File: config.mk
export PLATFORM = sky130hd
export DESIGN_NAME = mem_stage_lsu
export DESIGN_NICKNAME = d
export VERILOG_FILES = /design/src/rtl/mem_stage_lsu.sv
export SDC_FILE = /design/constraint.sdc
export NUM_CORES = 1
export LEC_CHECK = 0
export ABC_AREA = 0
export ABC_CLOCK_PERIOD_IN_PS = 6300
export CORE_MARGIN = 1
export CORE_UTILIZATION = 45
export CTS_BUF_LIST = sky130_fd_sc_hd__clkbuf_4
export DETAILED_ROUTE_END_ITERATION = 10
export GPL_TIMING_DRIVEN = 0
export PLACE_DENSITY_LB_ADDON = 0.1
export SETUP_SLACK_MARGIN = 0.05
export SYNTH_ARGS = -nofsm -noshare
export SYNTH_HDL_FRONTEND = slang
export SYNTH_SLANG_ARGS = --single-unit
File: constraint.sdc
create_clock -name clk -period 6.3 [get_ports clk]
set_clock_uncertainty 0.05 [all_clocks]
set_input_delay 1.26 -clock clk [delete_from_list [all_inputs] [get_ports clk]]
set_output_delay 1.26 -clock clk [all_outputs]
set_load 0.1 [all_outputs]
File: src/rtl/mem_stage_lsu.sv
// Memory-stage load/store unit: formats EX/MEM accesses onto a valid/ready data bus,
// extends load data, and flags misaligned accesses, bus errors and timeouts.
module mem_stage_lsu #(
  parameter int BUS_TIMEOUT = 255
) (
  input  logic        clk,
  input  logic        rst,
  input  logic        mem_wr_en_in,
  input  logic [2:0]  lsu_ctrl_in,
  input  logic [31:0] alu_result_in,
  input  logic [31:0] rs2_data_in,
  output logic        lsu_stall,
  output logic        lsu_done,
  output logic [31:0] ld_data,
  output logic        misalign_fault,
  output logic        bus_fault,
  output logic        dmem_req_valid,
  input  logic        dmem_req_ready,
  output logic        dmem_req_we,
  output logic [31:0] dmem_req_addr,
  output logic [31:0] dmem_req_wdata,
  output logic [3:0]  dmem_req_be,
  input  logic        dmem_rsp_valid,
  input  logic [31:0] dmem_rsp_rdata,
  input  logic        dmem_rsp_err
);

  localparam logic [2:0] LSU_NOP = 3'd0;
  localparam logic [2:0] LSU_B   = 3'd1;
  localparam logic [2:0] LSU_H   = 3'd2;
  localparam logic [2:0] LSU_W   = 3'd3;
  localparam logic [2:0] LSU_BU  = 3'd4;
  localparam logic [2:0] LSU_HU  = 3'd5;

  localparam logic [1:0] SZ_B = 2'd0;
  localparam logic [1:0] SZ_H = 2'd1;
  localparam logic [1:0] SZ_W = 2'd2;

  localparam logic [31:0] TMO_LAST = (BUS_TIMEOUT > 0) ? 32'(BUS_TIMEOUT - 1) : 32'd0;

  typedef enum logic [1:0] {S_IDLE, S_REQ, S_WAIT, S_DONE} state_e;

  state_e      state;
  logic        we_q;
  logic [1:0]  size_q;
  logic        uns_q;
  logic [1:0]  off_q;
  logic [31:0] addr_q;
  logic [31:0] wdata_q;
  logic [3:0]  be_q;
  logic [31:0] wcnt;
  logic [31:0] ld_q;
  logic        mis_q;
  logic        bus_q;

  logic        start;
  logic [1:0]  size;
  logic        uns;
  logic        misaligned;
  logic        timeout;

  function automatic logic [31:0] fmt_wdata(input logic [1:0] sz, input logic [31:0] rs2);
    case (sz)
      SZ_B:    fmt_wdata = {4{rs2[7:0]}};
      SZ_H:    fmt_wdata = {2{rs2[15:0]}};
      default: fmt_wdata = rs2;
    endcase
  endfunction

  function automatic logic [3:0] fmt_be(input logic [1:0] sz, input logic [1:0] off);
    case (sz)
      SZ_B:    fmt_be = 4'b0001 << off;
      SZ_H:    fmt_be = 4'b0011 << off;
      default: fmt_be = 4'hF;
    endcase
  endfunction

  function automatic logic [31:0] extend_load(input logic [31:0] rdata, input logic [1:0] sz,
                                              input logic unsgn, input logic [1:0] off);
    logic signed [7:0]  lane_b;
    logic signed [15:0] lane_h;
    logic signed [31:0] sx;
    lane_b = rdata[{off, 3'b000} +: 8];
    lane_h = rdata[{off[1], 4'b0000} +: 16];
    case (sz)
      SZ_B: begin
        sx = lane_b;
        extend_load = unsgn ? {24'd0, lane_b} : sx;
      end
      SZ_H: begin
        sx = lane_h;
        extend_load = unsgn ? {16'd0, lane_h} : sx;
      end
      default: extend_load = rdata;
    endcase
  endfunction

  // Decode of the incoming EX/MEM access; unsigned variants only matter for loads.
  always_comb begin
    size = SZ_W;
    uns  = 1'b0;
    case (lsu_ctrl_in)
      LSU_B:   size = SZ_B;
      LSU_H:   size = SZ_H;
      LSU_W:   size = SZ_W;
      LSU_BU:  begin size = SZ_B; uns = ~mem_wr_en_in; end
      LSU_HU:  begin size = SZ_H; uns = ~mem_wr_en_in; end
      default: size = SZ_W;
    endcase
    start      = (state == S_IDLE) && (lsu_ctrl_in != LSU_NOP);
    misaligned = ((size == SZ_H) && alu_result_in[0]) ||
                 ((size == SZ_W) && (alu_result_in[1:0] != 2'b00));
    timeout    = (BUS_TIMEOUT != 0) && (wcnt == TMO_LAST);
  end

  always_ff @(posedge clk or posedge rst) begin
    if (rst) begin
      state   <= S_IDLE;
      we_q    <= 1'b0;
      size_q  <= SZ_B;
      uns_q   <= 1'b0;
      off_q   <= 2'd0;
      addr_q  <= 32'd0;
      wdata_q <= 32'd0;
      be_q    <= 4'd0;
      wcnt    <= 32'd0;
      ld_q    <= 32'd0;
      mis_q   <= 1'b0;
      bus_q   <= 1'b0;
    end else begin
      case (state)
        S_IDLE: begin
          if (start) begin
            mis_q <= misaligned;
            bus_q <= 1'b0;
            ld_q  <= 32'd0;
            if (misaligned) begin
              state <= S_DONE;
            end else begin
              we_q    <= mem_wr_en_in;
              size_q  <= size;
              uns_q   <= uns;
              off_q   <= alu_result_in[1:0];
              addr_q  <= {alu_result_in[31:2], 2'b00};
              wdata_q <= fmt_wdata(size, rs2_data_in);
              be_q    <= fmt_be(size, alu_result_in[1:0]);
              state   <= S_REQ;
            end
          end
        end
        S_REQ: begin
          if (dmem_req_ready) begin
            wcnt  <= 32'd0;
            state <= S_WAIT;
          end
        end
        S_WAIT: begin
          // A response in the same cycle as the timeout still wins.
          if (dmem_rsp_valid) begin
            bus_q <= dmem_rsp_err;
            ld_q  <= (dmem_rsp_err || we_q) ? 32'd0
                                            : extend_load(dmem_rsp_rdata, size_q, uns_q, off_q);
            state <= S_DONE;
          end else if (timeout) begin
            bus_q <= 1'b1;
            ld_q  <= 32'd0;
            state <= S_DONE;
          end else begin
            wcnt <= wcnt + 32'd1;
          end
        end
        default: state <= S_IDLE;
      endcase
    end
  end

  assign lsu_stall      = start || (state == S_REQ) || (state == S_WAIT);
  assign lsu_done       = (state == S_DONE);
  assign ld_data        = ld_q;
  assign misalign_fault = (state == S_DONE) && mis_q;
  assign bus_fault      = (state == S_DONE) && bus_q;
  assign dmem_req_valid = (state == S_REQ);
  assign dmem_req_we    = we_q;
  assign dmem_req_addr  = addr_q;
  assign dmem_req_wdata = wdata_q;
  assign dmem_req_be    = be_q;

endmodule
==> summary.md <==
| Metric | Value |
|---|---|
| Run status | `complete, no violations` |
| Pwr Density | `571 mW/mm²` |
| Initial core utilization | `46.6%` |
| Final Worst Setup Slack | `1.49 ns` |
| Slew Viols, Final | `0` |
| Final net count | `1099` |
| Syn-to-layout area delta | `36.9%` |
| Vias in the first global route | `6520` |
| Initial DRT Pass Iterations | `7` |
| Grt total ovfl | `0` |
| Clock power share | `10.6%` |
| Data required, critical path | `4.99 ns` |
| Largest net degree at the start of global routing | `76` |
| Pint | `2300 µW` |
| Syn avg cell area | `9.37 µm²` |
| Die Height | `128 µm` |
| GP Congestion | `0.858` |
| Startpoint Class | `primary input` |
| Num CTS Buffers | `17` |
| I/O Buffers | `205` |
| H-tree levels | `4` |
| EDFF count, synth | `0` |
| Hold path endpoint | `dmem_req_addr[3]$_DFFE_PP0P_` |
| Area after DPL | `0.00949 mm²` |
| CP max-delay cell | `clkdlybuf4s50_1` |
| TritonCTS Sinks | `140` |
| Seq/Total Area, Yosys | `49.1%` |
| FF-to-FF path depth | `9` |
| Root Buffer | `clkbuf_4` |
| # resized after CTS | `0` |
| Row Count | `45` |
| Die area | `0.0164 mm²` |
| Nature of the critical path endpoint | `primary output` |
| Detailed placer's ending HPWL | `15300 µm` |
| Critical Setup Path Class | `in -> out` |
| CTS tree | `done` |
| Worst flop-to-flop path endpoint | `wcnt[23]$_DFFE_PP0P_` |
| Yosys Warn Count | `0` |
| R2R Setup Slk | `3.59 ns` |
| Max Clk Rate | `208 MHz` |
| Final hold viol count | `0` |
| Logic pwr share | `65.4%` |
| Worst R2R Start | `wcnt[0]$_DFFE_PP0P_` |
| Reg power frac | `24.0%` |
| Final setup vio count | `0` |
| Hold depth | `2` |
| Post-synth top area share | `49.1%` |
| Cell area after synthesis | `0.00714 mm²` |
| Yosys top cell by area | `dfrtp_1` |
| Layout cells sized above 1 | `8.09%` |
| CP Data Arrival Time | `3.50 ns` |
| Core Area | `0.0153 mm²` |
| # DRC | `0` |
| Post-DR wirelength/cell | `17.3 µm` |
| Total GRT Usage | `26.8%` |
| Post-Synthesis Cells | `762` |
| Largest stage delay, worst path | `1.14 ns` |
| Sw Ratio | `58.9%` |
| Setup repair bufs after CTS | `0` |
| Post-layout min period | `4.81 ns` |
| Min-delay worst type | `reg -> reg` |
| Leak | `0.00426 µW` |
| Top cells by area, synth | `dfrtp_1 (49%), nand2_1 (9.6%), a21oi_1 (3.3%), nor2_1 (2.5%), o2bb2ai_2 (2.1%)` |
| Peak supply drop | `0.468 mV` |
| Setup TNS | `0 ns` |
| NetSw | `3290 µW` |
| Bufs on Longest Clock Path | `2` |
| Synthesized flop and latch total | `140` |
| Worst-Skew Late Latency | `0.58 ns` |
| Antenna-violating nets left | `0` |
| Async set-reset flop share out of synthesis | `100%` |
| Antenna violations before repair | `1` |
| Primary FF master, synth | `dfrtp_1` |
| Worst-path cell chain | `clkbuf_1 > nor3_1 > nor2_1 > or3_1 > clkdlybuf4s50_1` |
| First-pass GRT wire length | `34000 µm` |
| Total number of vias | `6577` |
| Tcrit/Tclk final | `76.3%` |
| Layout Utilization | `63.8%` |
| Max-slew headroom | `23.9%` |
| Max-cap viol count | `0` |
| Vias/cell | `5.42` |
| Final instance area | `0.00977 mm²` |
| I/O Pins | `211` |
| Worst Hold Launch | `dmem_req_addr[3]$_DFFE_PP0P_` |
| DRT iter0 DRCs | `597` |
| Clock slew at reported path FFs | `0.12 ns` |
| Dpl ws | `1.50 ns` |
| RSZ-0062 raised after global routing | `false` |
| Netlist cell types | `67` |
| Hold buffers post-CTS | `0` |
| Worst Path Max Fanout | `9` |
| Drt total wl | `21000 µm` |
| Die X | `128 µm` |
| Worst slew pin tran | `1.14 ns` |
synth_stat cells, types with 4 or more instances:
cell	n
ha_1	6
a21o_1	4
nand3_1	17
a222oi_1	8
nand2_1	182
nor2b_1	22
or4_1	13
a22o_1	11
o21ai_0	23
and4_1	7
mux2_1	12
o31ai_1	12
a21oi_1	47
or3_1	8
mux2_2	10
a31oi_1	10
a22oi_1	10
dfrtp_1	140
nand4_1	9
buf_1	8
and3_1	4
o2bb2ai_2	10
inv_1	11
and2_1	6
xor2_1	4
buf_6	4
nor2_1	47
buf_2	14
nand2b_1	9
o211ai_1	4
nor4_1	5
mux2i_1	4
nor3_1	6
a221o_1	7
o2bb2ai_1	7
clkbuf_1	20
per-stage QoR:
| step | hold slack (ns) | instances | total power (µW) |
|---|---|---|---|
| floorplan | 0.408 | 763 | 4080 |
| global placement | 0.408 | 1179 | 4980 |
| detailed placement | 0.412 | 1180 | 5010 |
| CTS | 0.441 | 1212 | 5610 |
| global route | 0.453 | 1213 | 5850 |
| finish | 0.436 | 1213 | 5580 |
cells in the final DEF, fill, tap and decap left out, types with 12 or more instances in the layout:
cell type / Yosys / final
a21oi_1: 47 / 47
buf_2: 14 / 14
clkbuf_1: 20 / 20
clkbuf_4: 0 / 18
clkdlybuf4s50_1: 0 / 205
dfrtp_1: 140 / 140
mux2_1: 12 / 12
nand2_1: 182 / 182
nand3_1: 17 / 17
nor2_1: 47 / 47
nor2b_1: 22 / 22
o21ai_0: 23 / 23
o31ai_1: 12 / 12
or4_1: 13 / 13
power by group through the flow:
stage / combinational, µW / clock, µW / sequential [µW]
2_1_floorplan: 1010 / 0 / 3070
3_3_place_gp: 3630 / 0 / 1350
3_5_place_dp: 3660 / 0 / 1350
4_1_cts: 3670 / 605 / 1340
5_1_grt: 3830 / 648 / 1380
6_report: 3650 / 590 / 1340
cell type report:
class	count	area, µm²
Antenna cell	1	2.50
Buffer	48	235
Clock buffer	18	135
Clock inverter	14	145
Fill cell	1342	5540
Inverter	13	56.3
Multi-Input combinational cell	562	3350
Sequential cell	140	3500
Tap cell	211	264
Timing Repair Buffer	206	2080
routing by layer:
metal / track usage, % / wire (µm)
met1: 34.4 / 9000
met2: 42.8 / 9880
met3: 10.0 / 1910
met4: 6.85 / 208
met5: 0 / 0
kinds of logic after synthesis:
group | Yosys count | share of synthesized area (%)
AO/OA/AOI/OAI | 173 | 17.7
XOR/XNOR | 6 | 0.736
adder cells (fa/ha/maj) | 6 | 1.05
buffers and inverters | 61 | 4.01
flip-flops | 140 | 49.1
multiplexers | 27 | 4.35
other | 1 | 0.0525
AND/OR/NAND/NOR | 348 | 23.0
worst max-delay path by stage:
| stage | from | cells past startpoint | end |
|---|---|---|---|
| after floorplan | rst | 1 | bus_q$_DFFE_PP0P_ |
| after global placement | rst | 2 | dmem_req_wdata[15]$_DFFE_PP0P_ |
| after detailed placement | lsu_ctrl_in[2] | 5 | lsu_stall |
| after CTS | lsu_ctrl_in[2] | 5 | lsu_stall |
| after global routing | lsu_ctrl_in[2] | 5 | lsu_stall |
| final | lsu_ctrl_in[2] | 5 | lsu_stall |
worst max-delay path, delay by kind of cell:
| kind | cells | cell delay, ns |
|---|---|---|
| simple gates | 3 | 0.80 |
| buf+inv | 2 | 1.44 |
flip-flops by register name (all words and copies together), names as in the netlist:
register,flops
dmem_req_be,4
dmem_req_we,1
bus_q,1
off_q,2
dmem_req_wdata,32
wcnt,32
state,2
ld_data,32
uns_q,1
dmem_req_addr,30
size_q,2
mis_q,1
Note: power is estimated with default switching activity, not from simulation.
